[src/rtl/video_pattern_source.sv]
// video_pattern_source: AXI4-Stream 24-bit RGB test-frame generator.
// Emits WIDTH x HEIGHT frames (tuser = SOF, tlast = EOL) with an idle gap
// of FRAME_GAP cycles between frames; fully honours tready backpressure.
// Ports:
//   clk, rst            single clock, synchronous active-high reset
//   enable              run request (sampled in IDLE and at frame-gap end)
//   pattern_sel         0 solid, 1 colour bars, 2 ramp, 3 checkerboard
//   solid_color         RGB used by pattern 0
//   m_axis_video_*      AXI4-Stream video master (tdata = {R,G,B})
//   busy                high whenever not IDLE
//   frame_cnt           completed frames, wraps at 16 bits
// Optional: define VIDEO_PATTERN_SOURCE_LINE_GAP_EN to insert LINE_GAP idle
// cycles after every line except the last of a frame.
module video_pattern_source #(
    parameter int WIDTH     = 640,
    parameter int HEIGHT    = 480,
    parameter int FRAME_GAP = 16,
    parameter int LINE_GAP  = 4
) (
    input  logic        clk,
    input  logic        rst,
    input  logic        enable,
    input  logic [1:0]  pattern_sel,
    input  logic [23:0] solid_color,
    input  logic        m_axis_video_tready,
    output logic [23:0] m_axis_video_tdata,
    output logic        m_axis_video_tvalid,
    output logic        m_axis_video_tuser,
    output logic        m_axis_video_tlast,
    output logic        busy,
    output logic [15:0] frame_cnt
);

    localparam int XW   = $clog2(WIDTH);
    localparam int YW   = (HEIGHT > 1) ? $clog2(HEIGHT) : 1;
    localparam int BARW = WIDTH / 8;
    localparam int BW   = (BARW > 1) ? $clog2(BARW) : 1;

    localparam logic [XW-1:0] X_LAST  = XW'(WIDTH - 1);
    localparam logic [YW-1:0] Y_LAST  = YW'(HEIGHT - 1);
    localparam logic [BW-1:0] B_LAST  = BW'(BARW - 1);
    localparam logic [15:0]   FG_LAST = 16'(FRAME_GAP - 1);
    localparam logic [15:0]   LG_LAST = 16'(LINE_GAP - 1);

    localparam logic [1:0] S_IDLE   = 2'd0;
    localparam logic [1:0] S_ACTIVE = 2'd1;
    localparam logic [1:0] S_FGAP   = 2'd2;
    localparam logic [1:0] S_LGAP   = 2'd3;

    logic [1:0]    state_q, state_d;
    logic [XW-1:0] x_q, x_d;
    logic [YW-1:0] y_q, y_d;
    logic [2:0]    bar_q, bar_d;
    logic [BW-1:0] bpx_q, bpx_d;
    logic [15:0]   gap_q, gap_d;
    logic [1:0]    pat_q, pat_d;
    logic [23:0]   solid_q, solid_d;
    logic [15:0]   fcnt_q, fcnt_d;
    logic          tvalid_q, tvalid_d;
    logic          tuser_q, tuser_d;
    logic          tlast_q, tlast_d;
    logic [23:0]   tdata_q, tdata_d;
    logic          busy_q, busy_d;

    logic          xfer;
    logic          start;
    logic          load;
    logic [15:0]   gap_last;

    function automatic logic [23:0] pixel(
        input logic [1:0]  pat,
        input logic [23:0] solid,
        input logic [15:0] px,
        input logic [15:0] py,
        input logic [2:0]  bar
    );
        logic [23:0] p;
        p = 24'h000000;
        unique case (pat)
            2'd0: p = solid;
            2'd1: begin
                unique case (bar)
                    3'd0: p = 24'hFFFFFF;
                    3'd1: p = 24'hFFFF00;
                    3'd2: p = 24'h00FFFF;
                    3'd3: p = 24'h00FF00;
                    3'd4: p = 24'hFF00FF;
                    3'd5: p = 24'hFF0000;
                    3'd6: p = 24'h0000FF;
                    3'd7: p = 24'h000000;
                endcase
            end
            2'd2: p = {px[7:0], px[7:0], px[7:0]};
            2'd3: p = (px[3] ^ py[3]) ? 24'hFFFFFF : 24'h000000;
        endcase
        return p;
    endfunction

    // The line gap shares the gap counter; in builds without LGAP the
    // state never equals S_LGAP so only the frame terminal remains.
    assign gap_last = (state_q == S_LGAP) ? LG_LAST : FG_LAST;
    assign xfer     = tvalid_q && m_axis_video_tready;

    always_comb begin
        state_d  = state_q;
        x_d      = x_q;
        y_d      = y_q;
        bar_d    = bar_q;
        bpx_d    = bpx_q;
        gap_d    = gap_q;
        pat_d    = pat_q;
        solid_d  = solid_q;
        fcnt_d   = fcnt_q;
        tvalid_d = tvalid_q;
        tuser_d  = tuser_q;
        tlast_d  = tlast_q;
        tdata_d  = tdata_q;
        start    = 1'b0;
        load     = 1'b0;

        unique case (state_q)
            S_IDLE: begin
                if (enable) start = 1'b1;
            end
            S_ACTIVE: begin
                if (xfer) begin
                    if (x_q == X_LAST) begin
                        x_d   = '0;
                        bar_d = '0;
                        bpx_d = '0;
                        if (y_q == Y_LAST) begin
                            state_d  = S_FGAP;
                            gap_d    = '0;
                            fcnt_d   = fcnt_q + 16'd1;
                            tvalid_d = 1'b0;
                            tuser_d  = 1'b0;
                            tlast_d  = 1'b0;
                        end else begin
                            y_d = y_q + 1'b1;
`ifdef VIDEO_PATTERN_SOURCE_LINE_GAP_EN
                            state_d  = S_LGAP;
                            gap_d    = '0;
                            tvalid_d = 1'b0;
                            tuser_d  = 1'b0;
                            tlast_d  = 1'b0;
`else
                            load = 1'b1;
`endif
                        end
                    end else begin
                        x_d = x_q + 1'b1;
                        // Bar index advances every WIDTH/8 pixels.
                        if (bpx_q == B_LAST) begin
                            bpx_d = '0;
                            bar_d = bar_q + 3'd1;
                        end else begin
                            bpx_d = bpx_q + 1'b1;
                        end
                        load = 1'b1;
                    end
                end
            end
            S_FGAP: begin
                if (gap_q == gap_last) begin
                    if (enable) start = 1'b1;
                    else        state_d = S_IDLE;
                end else begin
                    gap_d = gap_q + 16'd1;
                end
            end
`ifdef VIDEO_PATTERN_SOURCE_LINE_GAP_EN
            S_LGAP: begin
                if (gap_q == gap_last) begin
                    state_d = S_ACTIVE;
                    load    = 1'b1;
                end else begin
                    gap_d = gap_q + 16'd1;
                end
            end
`endif
            default: state_d = S_IDLE;
        endcase

        // Frame start: configuration is captured only here.
        if (start) begin
            state_d = S_ACTIVE;
            pat_d   = pattern_sel;
            solid_d = solid_color;
            x_d     = '0;
            y_d     = '0;
            bar_d   = '0;
            bpx_d   = '0;
            load    = 1'b1;
        end

        // Present the pixel at the next (x, y) in the output registers.
        if (load) begin
            tvalid_d = 1'b1;
            tdata_d  = pixel(pat_d, solid_d, 16'(x_d), 16'(y_d), bar_d);
            tuser_d  = (x_d == '0) && (y_d == '0);
            tlast_d  = (x_d == X_LAST);
        end

        busy_d = (state_d != S_IDLE);
    end

    always_ff @(posedge clk) begin
        if (rst) begin
            state_q  <= S_IDLE;
            x_q      <= '0;
            y_q      <= '0;
            bar_q    <= '0;
            bpx_q    <= '0;
            gap_q    <= '0;
            pat_q    <= '0;
            solid_q  <= '0;
            fcnt_q   <= '0;
            tvalid_q <= 1'b0;
            tuser_q  <= 1'b0;
            tlast_q  <= 1'b0;
            tdata_q  <= '0;
            busy_q   <= 1'b0;
        end else begin
            state_q  <= state_d;
            x_q      <= x_d;
            y_q      <= y_d;
            bar_q    <= bar_d;
            bpx_q    <= bpx_d;
            gap_q    <= gap_d;
            pat_q    <= pat_d;
            solid_q  <= solid_d;
            fcnt_q   <= fcnt_d;
            tvalid_q <= tvalid_d;
            tuser_q  <= tuser_d;
            tlast_q  <= tlast_d;
            tdata_q  <= tdata_d;
            busy_q   <= busy_d;
        end
    end

    assign m_axis_video_tdata  = tdata_q;
    assign m_axis_video_tvalid = tvalid_q;
    assign m_axis_video_tuser  = tuser_q;
    assign m_axis_video_tlast  = tlast_q;
    assign busy                = busy_q;
    assign frame_cnt           = fcnt_q;

endmodule

[config.mk]
export PLATFORM = sky130hd
export DESIGN_NAME = video_pattern_source
export DESIGN_NICKNAME = d
export VERILOG_FILES = /design/src/rtl/video_pattern_source.sv
export SDC_FILE = /design/constraint.sdc
export NUM_CORES = 1
export LEC_CHECK = 0
export ABC_AREA = 1
export CAP_MARGIN = 20
export CORE_MARGIN = 2
export CORE_UTILIZATION = 35
export CTS_BUF_LIST = sky130_fd_sc_hd__clkbuf_8 sky130_fd_sc_hd__clkbuf_16
export CTS_CLUSTER_SIZE = 40
export DETAILED_ROUTE_END_ITERATION = 16
export DONT_BUFFER_PORTS = 1
export GPL_ROUTABILITY_DRIVEN = 0
export GPL_TIMING_DRIVEN = 0
export PLACE_DENSITY = 0.46
export SYNTH_ARGS = -nofsm -noshare
export SYNTH_HDL_FRONTEND = slang
export SYNTH_SLANG_ARGS = --single-unit
[constraint.sdc]
create_clock -name clk -period 3 [get_ports clk]
set_input_delay 0.6 -clock clk [delete_from_list [all_inputs] [get_ports clk]]
set_output_delay 0.6 -clock clk [all_outputs]
set_load 0.01 [all_outputs]
; ---- Word level (Yosys, flattened, before mapping)
; Memories as Yosys holds them, arrays and structs flattened.
; Index checks and enable logic that the tools add are counted.
; W data, S select, Z words.
[totals]
regBits = 117
romBits = 192
in_bits = 30
out_inout_bits = 44
wordCells = 102
memories = 1
[memory_table]
columns = name, words, width, rd, rd_clocked_by_memory_dff, write_ports, line
row1 = (name not given), 8, 24, 1, 0, 0, 82  ; unique case (bar)
[op_classes]
addsub = 6
eq_ne = 15
mux = 48
bitwise = 1
n_reduce_logical = 17
[ops]
columns = op, n
row1 = $pmux W24 S4, 1
row2 = $mux W16, 4
row3 = $mux W24, 2
row4 = $mux W9, 5
row5 = $mux W10, 4
row6 = $add A16 B1 Y16 const B, 2
row7 = $pmux W16 S2, 1
row8 = $eq A10 B10 Y1 const B, 2
row9 = $eq A16 B4 Y1, 1
row10 = $mux W3, 5
row11 = $mux W1, 14
row12 = $mux W2, 7
row13 = $mux W7, 2
row14 = $reduce_bool A2 Y1, 6
row15 = $add A10 B1 Y10 const B, 1
row16 = $logic_not A10 Y1, 1
row17 = $add A9 B1 Y9 const B, 1
row18 = $eq A9 B9 Y1 const B, 1
row19 = $logic_not A9 Y1, 1
row20 = $eq A2 B2 Y1 const B, 4
row21 = $ne A2 B2 Y1 const B, 4
row22 = $reduce_and A4 Y1, 2
row23 = $add A7 B1 Y7 const B, 1
row24 = $eq A7 B7 Y1 const B, 1
row25 = 11 further kinds, 14

; ---- Longest topological paths before layout
; Gate-level depths: netlist of run 1.
[logic_depth]
word_depth = 9
ltp_mapped = 16
mapped_depth_nobuf = 15

; ---- Worst setup path after synthesis of run 1
; Ideal clock, no wire load.
[synth_path]
path_kind = input port to flip-flop
from = input port m_axis_video_tready
to = register fcnt_q[14], in the netlist frame_cnt[14]
setup_ps = 119
arrival_ps = 2041
required_ps = 2881
slack_ps = 840
stages = 13
n_path_buf = 0
cell_sequence = nand2_1 > nor2_4 > nand2_1 > nor2_2 > nand2_4 > nor2_4 > nand3_1 > nor2_2 > nand3_1 > nor2_1 > nand2_1 > o21ai_0 > a21oi_1
[synth_via]
elab_chain_len = 2
[synth_rtl]
columns = item, line
row1 = start: declaration, 25  ; input logic m_axis_video_tready,
row2 = $logic_and A1 B1 Y1, 102  ; assign xfer = tvalid_q && m_axis_video_tready;
row3 = $reduce_and A4 Y1 (no source line), -
row4 = end signal: assignment, 232  ; fcnt_q <= fcnt_d;
row5 = end: declaration, 58  ; logic [15:0] fcnt_q, fcnt_d;
; No other way between the ends.
; A chain may end at the register's enable or synchronous reset.

; ---- Worst setup path in the final report of run 1
[layout_path]
from = register tvalid_q, in the netlist m_axis_video_tvalid
to = register tlast_q, in the netlist m_axis_video_tlast
[layout_via]
elab_chain_len = 6
elab_cells_between_ends = 14
cone_classes = eq/ne (1) / mux (7) / reduce/logical (6)
[layout_rtl]
columns = item, line
row1 = start: declaration, 59  ; logic tvalid_q, tvalid_d;
row2 = start signal: assignment, 233  ; tvalid_q <= tvalid_d;
row3 = $logic_and A1 B1 Y1 (*), 102
row4 = $mux W10 / $mux W1 (equally long branches), 126  ; if (xfer) begin
row5 = $mux W10 / $mux W1 (equally long branches), 121  ; unique case (state_q)
row6 = $mux W10 / $mux W1 (equally long branches), 185  ; if (start) begin
row7 = $eq A10 B10 Y1 / $reduce_bool A2 Y1 (equally long branches), -
row8 = $mux W1 / $reduce_and A4 Y1 (equally long branches), -
row9 = end signal: assignment, 235  ; tlast_q <= tlast_d;
row10 = end: declaration, 61  ; logic tlast_q, tlast_d;
; Mark *: on every way between the ends. The rest lies on a longest branch, timed or not.

==> results.json, run 1 <==
{
  "worst-r2r-setup-slack_ps": 400,
  "timing.rr.end": "m_axis_video_tlast",
  "vias": 5533,
  "finalSetupViolations": 0,
  "hold_path.class": "in2reg",
  "synth_nets": 897,
  "status": "finished, final reports clean",
  "ys_types": 41,
  "slew_violations": 0,
  "worst_slack_ps": 400,
  "grt.total_usage_pct": 19.5,
  "timing.final.crit_share_pct": 86.7,
  "max_freq_ghz": 0.385,
  "grt_remaining_overflow": 0,
  "tritoncts": "built",
  "hold_path_depth": 2,
  "crit_family": "simple AND/OR/NAND/NOR gates",
  "relSlewSlack_pct": 57.3,
  "critPathSlowestCell": "sky130_fd_sc_hd__dfxtp_1",
  "post_cts_buffers": 0,
  "htreeDepth": 4,
  "detail_route.iter0.violations": 346,
  "post_cts_resize_count": 0,
  "netlist_area_um2": 5810,
  "drv.max_cap_violation_count": 0,
  "detail_route.first_pass.iterations": 5,
  "tritoncts.num_buffers": 17,
  "tightestPinTransition_ps": 640,
  "worstPathMaxFanout": 10,
  "worst-endpoint-required_ps": 3350,
  "post_synth_inst_count": 861,
  "clock_tree.root_cell": "sky130_fd_sc_hd__clkbuf_16",
  "routedWlPerCell_um": 15.0,
  "cellPowerDensity_nw_per_um2": 615,
  "vdd_ir_drop_max_v": 0.000403,
  "ant_nets": 0,
  "floorplan_core_area_um2": 16400,
  "fin_skew_ps": 9.61,
  "endpoint_kind": "flop",
  "fp-row-count": 47,
  "report.final.hold_viol_count": 0,
  "pre_cts_ws_ps": 305,
  "nNetsFinal": 916,
  "grt_pass1_vias": 5336,
  "detailedPlacementHpwl_mm": 12.8,
  "holdPathEnd": "solid_q[0]",
  "cts_hold_repair.buffers": 0,
  "fin_setup_tns_ps": 0,
  "critical_path.cell_chain": "nand2_1, nor2_4, buf_2, nand2_1, a21oi_1, a21boi_1, nand4_1, nor2_1, nand4_1, a21oi_1",
  "final_common_cell": "sky130_fd_sc_hd__nand2_1",
  "die-area_um2": 17600,
  "clock_latency_ps": 420,
  "crit_buf_inv": 1,
  "hp-start": "solid_color[0]",
  "antenna_violations_before_repair": 0,
  "timing.reg2reg.worst_path_depth": 10,
  "reg2reg_from": "m_axis_video_tvalid",
  "yosys_register_bits": 117,
  "clkSlewWorstSetupHoldPaths_ps": 60,
  "pin_count_of_the_biggest_net_entering_global_routing": 17,
  "yosysWarnings": 0,
  "syn_to_final_growth_pct": 14.9,
  "drc": 0,
  "synth_sequential_area_ratio_pct": 40.3,
  "critical_path_class": "reg2reg",
  "drive_gt1_share_pct": 9.32,
  "postLayoutCoreUtil_pct": 40.7,
  "first_pass_grt_wire_length_mm": 27.2,
  "avgViaCountPerCell": 4.98,
  "grt_setup_unrepaired": "no",
  "cts_max_path_buffers": 2,
  "final.min_clock_period_ps": 2600,
  "antenna_cells": 0,
  "design.portCount": 74,
  "worstPathArrival_ps": 2950,
  "cts_num_sinks": 117,
  "dieWidth_um": 133,
  "wirelength_mm": 16.7,
  "p_leak_nw": 2.77,
  "effective_utilization_at_floorplan_pct": 35.4,
  "port_buffers": 0,
  "worst_setup_path_start_kind": "flop",
  "mostFrequentLayoutCells": "sky130_fd_sc_hd__nand2_1, sky130_fd_sc_hd__nor2_1, sky130_fd_sc_hd__dfxtp_1",
  "die_h_um": 133,
  "postSynthAreaPerCell_um2": 6.75,
  "cpPeakStageDelay_ps": 430
}
[report_power, final]
part	leakage (nW)	internal [mW]	switching, mW	total, mW
logic	1.52	0.120	0.262	0.382
registers	0.953	1.62	0.0560	1.68
clock network	0.293	1.33	0.718	2.05
total	2.77	3.07	1.04	4.11
[metal layers]
layer	vias to the layer above	track usage [%]	wire, um
met2	114	31.7	7600
li1	2836	-	-
met1	2563	25.5	8070
met4	0	6.81	274
met5	-	0	0
met3	20	4.48	747
[per-stage QoR]
stage / instance area, um^2 / cells / power [mW] / hold WS [ps]
after floorplan: 5810 / 861 / 1.98 / 451
after global placement: 6080 / 1081 / 2.09 / 461
after detailed placement: 6080 / 1081 / 2.10 / 464
after CTS: 6670 / 1111 / 4.15 / 337
after global routing: 6670 / 1111 / 4.27 / 344
final: 6670 / 1111 / 4.11 / 346
[layout make-up]
class,count,area [um^2]
multi-input cells,630,3000
clock buffers,19,453
clock inverters,11,136
fillers,1749,9730
well taps,220,275
inverters,88,330
flip-flops and latches,117,2340
plain buffers,26,136
[worst max path at each step]
stage	startpoint	slack, ps	end	cells past startpoint
global placement	m_axis_video_tready	280	m_axis_video_tdata[8]	9
floorplan	m_axis_video_tready	840	frame_cnt[14]	13
detailed placement	m_axis_video_tready	310	m_axis_video_tdata[16]	9
finish	m_axis_video_tvalid	400	m_axis_video_tlast	10
global route	state_q[0]	120	m_axis_video_tuser	14
CTS	m_axis_video_tvalid	400	m_axis_video_tdata[16]	9
[flip-flops by register name, summed over array words and instances (netlist names)]
name and flops:
m_axis_video_tvalid 1, busy 1, y_q 9, pat_q 2, bar_q 3, x_q 10, m_axis_video_tdata 24, frame_cnt 16
bpx_q 7, m_axis_video_tuser 1, m_axis_video_tlast 1, solid_q 24, gap_q 16, state_q 2
[Yosys cell counts, drive strengths merged]
cell       n  share of area [%]
nand2    240                 16
nor2     152                 11
dfxtp    117                 40
inv       87                5.6
a21oi     59                5.1
o21ai     45                4.1
nand4     42                4.6
nand3     38                3.6
nor3      19                2.1
clkbuf    14               0.90
buf       12                1.4
xor2       8                1.2
ha         6                1.3
nor3b      3               0.39
o21a       3               0.39
nor4       2               0.22
o2111ai    2               0.30
o21bai     2               0.26
a211oi     1               0.13
a21boi     1               0.13
a221oi     1               0.15
a22oi      1               0.13
a31oi      1               0.11
and2       1               0.11
and3       1               0.11
clkinv     1              0.065
nand3b     1               0.13
xnor2      1               0.15
[cell families (layout without fill, tap and decap cells)]
group | after synthesis | count (layout) | synth area share, %
and+or+nand+nor | 499 | 499 | 38.2
DFF | 117 | 117 | 40.3
AOI/OAI and AO/OA | 116 | 116 | 10.8
buffers and inverters | 114 | 144 | 8.04
xor gates and xnor gates | 9 | 9 | 1.36
adders and majority gates | 6 | 6 | 1.29
[worst reg2reg max path: stages (launching register included)]
cell and delay, ps:
sky130_fd_sc_hd__dfxtp_1 430, sky130_fd_sc_hd__nand2_1 310, sky130_fd_sc_hd__nor2_4 240, sky130_fd_sc_hd__buf_2 250
sky130_fd_sc_hd__nand2_1 70, sky130_fd_sc_hd__a21oi_1 180, sky130_fd_sc_hd__a21boi_1 380, sky130_fd_sc_hd__nand4_1 140
sky130_fd_sc_hd__nor2_1 190, sky130_fd_sc_hd__nand4_1 170, sky130_fd_sc_hd__a21oi_1 170
Note: power is estimated with default switching activity, not from simulation.
==> inputs of run 2 (changes only) <==
Settings changed: ABC_AREA 1 to not set.
==> results.json, run 2 <==
{
  "status": "finished, final reports clean",
  "antenna_cells": 0,
  "setup.worst_path.end": "m_axis_video_tdata[13]",
  "vdd_ir_drop_max_v": 0.000401,
  "primary_ff_master_synth": "sky130_fd_sc_hd__dfxtp_1",
  "worst_slack_ps": 104,
  "tightestPinTransition_ps": 743,
  "hold_path.class": "in2reg",
  "final.hold.worst_slack_ps": 325,
  "finalSetupViolations": 0,
  "yosys_register_bits": 117,
  "endpoint_kind": "flop",
  "critical_path.cell_chain": "ha_4, nand2_4, or4_4, or4b_4, a21o_1, a31oi_4, buf_4, nand3b_1, a22o_1",
  "htreeDepth": 4,
  "fp-row-count": 45,
  "cellPowerDensity_nw_per_um2": 616,
  "critPathLaunch": "x_q[1]",
  "worst-endpoint-required_ps": 3310,
  "effective_utilization_at_floorplan_pct": 35.9,
  "die-area_um2": 16600,
  "timing.rr.end": "m_axis_video_tdata[13]",
  "ant_nets": 0,
  "number_of_enable_flip_flop_cells_after_synthesis": 0,
  "grt_pass1_vias": 4555,
  "pre_cts_ws_ps": -493,
  "critPathSlowestCell": "sky130_fd_sc_hd__or4_4",
  "design_power_total_mw": 3.97,
  "yosysWarnings": 0,
  "relSlewSlack_pct": 50.0,
  "drv.max_cap_violation_count": 0,
  "floorplan_core_area_um2": 15200,
  "clock_tree.root_cell": "sky130_fd_sc_hd__clkbuf_16",
  "cts_num_sinks": 117,
  "detail_route.iter0.violations": 276,
  "yosys.area.top_type": "sky130_fd_sc_hd__dfxtp_1",
  "dieWidth_um": 129,
  "final_common_cell": "sky130_fd_sc_hd__dfxtp_1",
  "slew_violations": 0,
  "pin_count_of_the_biggest_net_entering_global_routing": 17,
  "die_h_um": 129,
  "timing.final.crit_share_pct": 96.5,
  "detailedPlacementHpwl_mm": 11.0,
  "syn_to_final_growth_pct": 18.2,
  "final.min_clock_period_ps": 2900,
  "avgViaCountPerCell": 5.39,
  "design.portCount": 74,
  "routedWlPerCell_um": 17.8,
  "worst_setup_path_start_kind": "flop",
  "cpPeakStageDelay_ps": 580,
  "cts_hold_repair.buffers": 0,
  "fin_setup_tns_ps": 0,
  "worstPathMaxFanout": 8,
  "wirelength_mm": 15.3,
  "worst-r2r-setup-slack_ps": 100,
  "p_leak_nw": 2.37,
  "synth_nets": 672,
  "critical_path_class": "reg2reg",
  "report.final.hold_viol_count": 0,
  "mostFrequentLayoutCells": "sky130_fd_sc_hd__dfxtp_1, sky130_fd_sc_hd__nor2_1, sky130_fd_sc_hd__nand2_1",
  "ys_types": 58,
  "worstPathArrival_ps": 3210,
  "place_inst": 824,
  "post-synth-top-count-cell": "sky130_fd_sc_hd__dfxtp_1",
  "drive_gt1_share_pct": 12.4,
  "cts_max_path_buffers": 2,
  "synth.top_cells.by_count": "sky130_fd_sc_hd__dfxtp_1, sky130_fd_sc_hd__nor2_1, sky130_fd_sc_hd__nand2_1",
  "post_synth_inst_count": 636,
  "detail_route.first_pass.iterations": 5,
  "port_buffers": 0,
  "nNetsFinal": 696,
  "netlist_area_um2": 5460,
  "tritoncts.num_buffers": 17,
  "reg2reg_from": "x_q[1]",
  "tritoncts": "built",
  "first_pass_grt_wire_length_mm": 24.6,
  "drc": 0,
  "fin_skew_ps": 10.5,
  "post_layout_nonfiller_instances": 860,
  "grt.total_usage_pct": 19.4,
  "hold_path_depth": 2,
  "vias": 4634,
  "synthDominantCellAreaShare_pct": 42.9,
  "max_freq_ghz": 0.345,
  "antenna_violations_before_repair": 0,
  "postSynthAreaPerCell_um2": 8.58,
  "synth_sequential_area_ratio_pct": 42.9,
  "clkSlewWorstSetupHoldPaths_ps": 60,
  "synth-async-reset-ratio_pct": 0,
  "grt_remaining_overflow": 0,
  "clock_latency_ps": 420,
  "timing.reg2reg.worst_path_depth": 9,
  "yosys-top-cells-area": "sky130_fd_sc_hd__dfxtp_1, sky130_fd_sc_hd__nor2_1, sky130_fd_sc_hd__mux2i_1"
}
run 2: changes by cell type in the layout (fill, tap and decap cells not counted), sizes merged, moves of 10 or more:
cell,change
nand2,-190
inv,-81
nor2,-48
nand4,-34
mux2i,+26
a21oi,-24
xnor2,+19
o21ai,-18
a21o,+16
xor2,+15
nand3,-12
or3,+11
a22o,+10
run 2: metrics by stage:
| step | utilization [%] | area [um^2] |
|---|---|---|
| 5_1_grt | 42.4 | 6450 |
| 4_1_cts | 41.8 | 6350 |
| 6_report | 42.4 | 6450 |
| 3_5_place_dp | 37.4 | 5690 |
| 2_1_floorplan | - | 5460 |
| 3_3_place_gp | 37.4 | 5690 |
run 2: what timing repair did:
action / 4_1_cts / 5_1_grt
setup buffers: 2 / 4
endpoints found under the setup margin: 37 / 43
pin swaps: 1 / 4
resized for setup: 17 / 18
run 2: routing by layer:
metal / track usage (%) / wire length [um] / up-vias
met1: 24.5 / 7050 / 2223
met5: 0 / 0 / -
met2: 30.5 / 7090 / 101
met3: 6.94 / 934 / 19
met4: 6.84 / 233 / 0
li1: - / - / 2291
run 2: cell type report:
cell class / count / area [um^2]
Inverter: 7 / 26.3
Buffer: 33 / 164
Tap cell: 188 / 235
Clock inverter: 13 / 134
Clock buffer: 18 / 439
Fill cell: 1509 / 8750
Sequential cell: 117 / 2350
Timing Repair Buffer: 6 / 45.0
Multi-Input combinational cell: 478 / 3060
run 2: worst min path at each step:
stage,startpoint,to,slack (ps)
final,pattern_sel[0],pat_q[0],320
after global routing,pattern_sel[0],pat_q[0],320
after CTS,pattern_sel[0],pat_q[0],300
after detailed placement,bpx_q[1],bpx_q[1],470
after global placement,bpx_q[1],bpx_q[1],460
after floorplan,bpx_q[1],bpx_q[1],450
run 2: report_power, final:
part           total (mW)  internal, mW  switching, mW  leakage [nW]
Clock                1.98          1.23          0.746         0.278
Combinational       0.311         0.117          0.194          1.14
Sequential           1.68          1.62         0.0619         0.954
Total                3.97          2.97           1.00          2.37
run 2: cells by family (layout without fill, tap and decap cells):
kind of cell    count (synthesis)  count (layout)  share of synthesized area (%)
fa+ha+maj                       6               6                           1.38
compound gates                126             126                           15.7
xor+xnor                       43              43                           6.90
flops                         117             117                           42.9
mux                            27              27                           5.04
simple gates                  276             276                           24.8
buf+inv                        41              77                           3.21
run 2: critical path: cells and delay by family (launching register included):
family	cells	cell delay (ps)
AOI/OAI and AO/OA	3	690
adders and majority gates	1	190
buffers and inverters	1	170
DFF	1	420
and+or+nand+nor	4	1330
==> inputs of run 3 (changes only) <==
Settings changed: CAP_MARGIN 20 to not set.
==> results of run 3 <==
The final DEF is identical to that of run 2; final timing and power are the same.
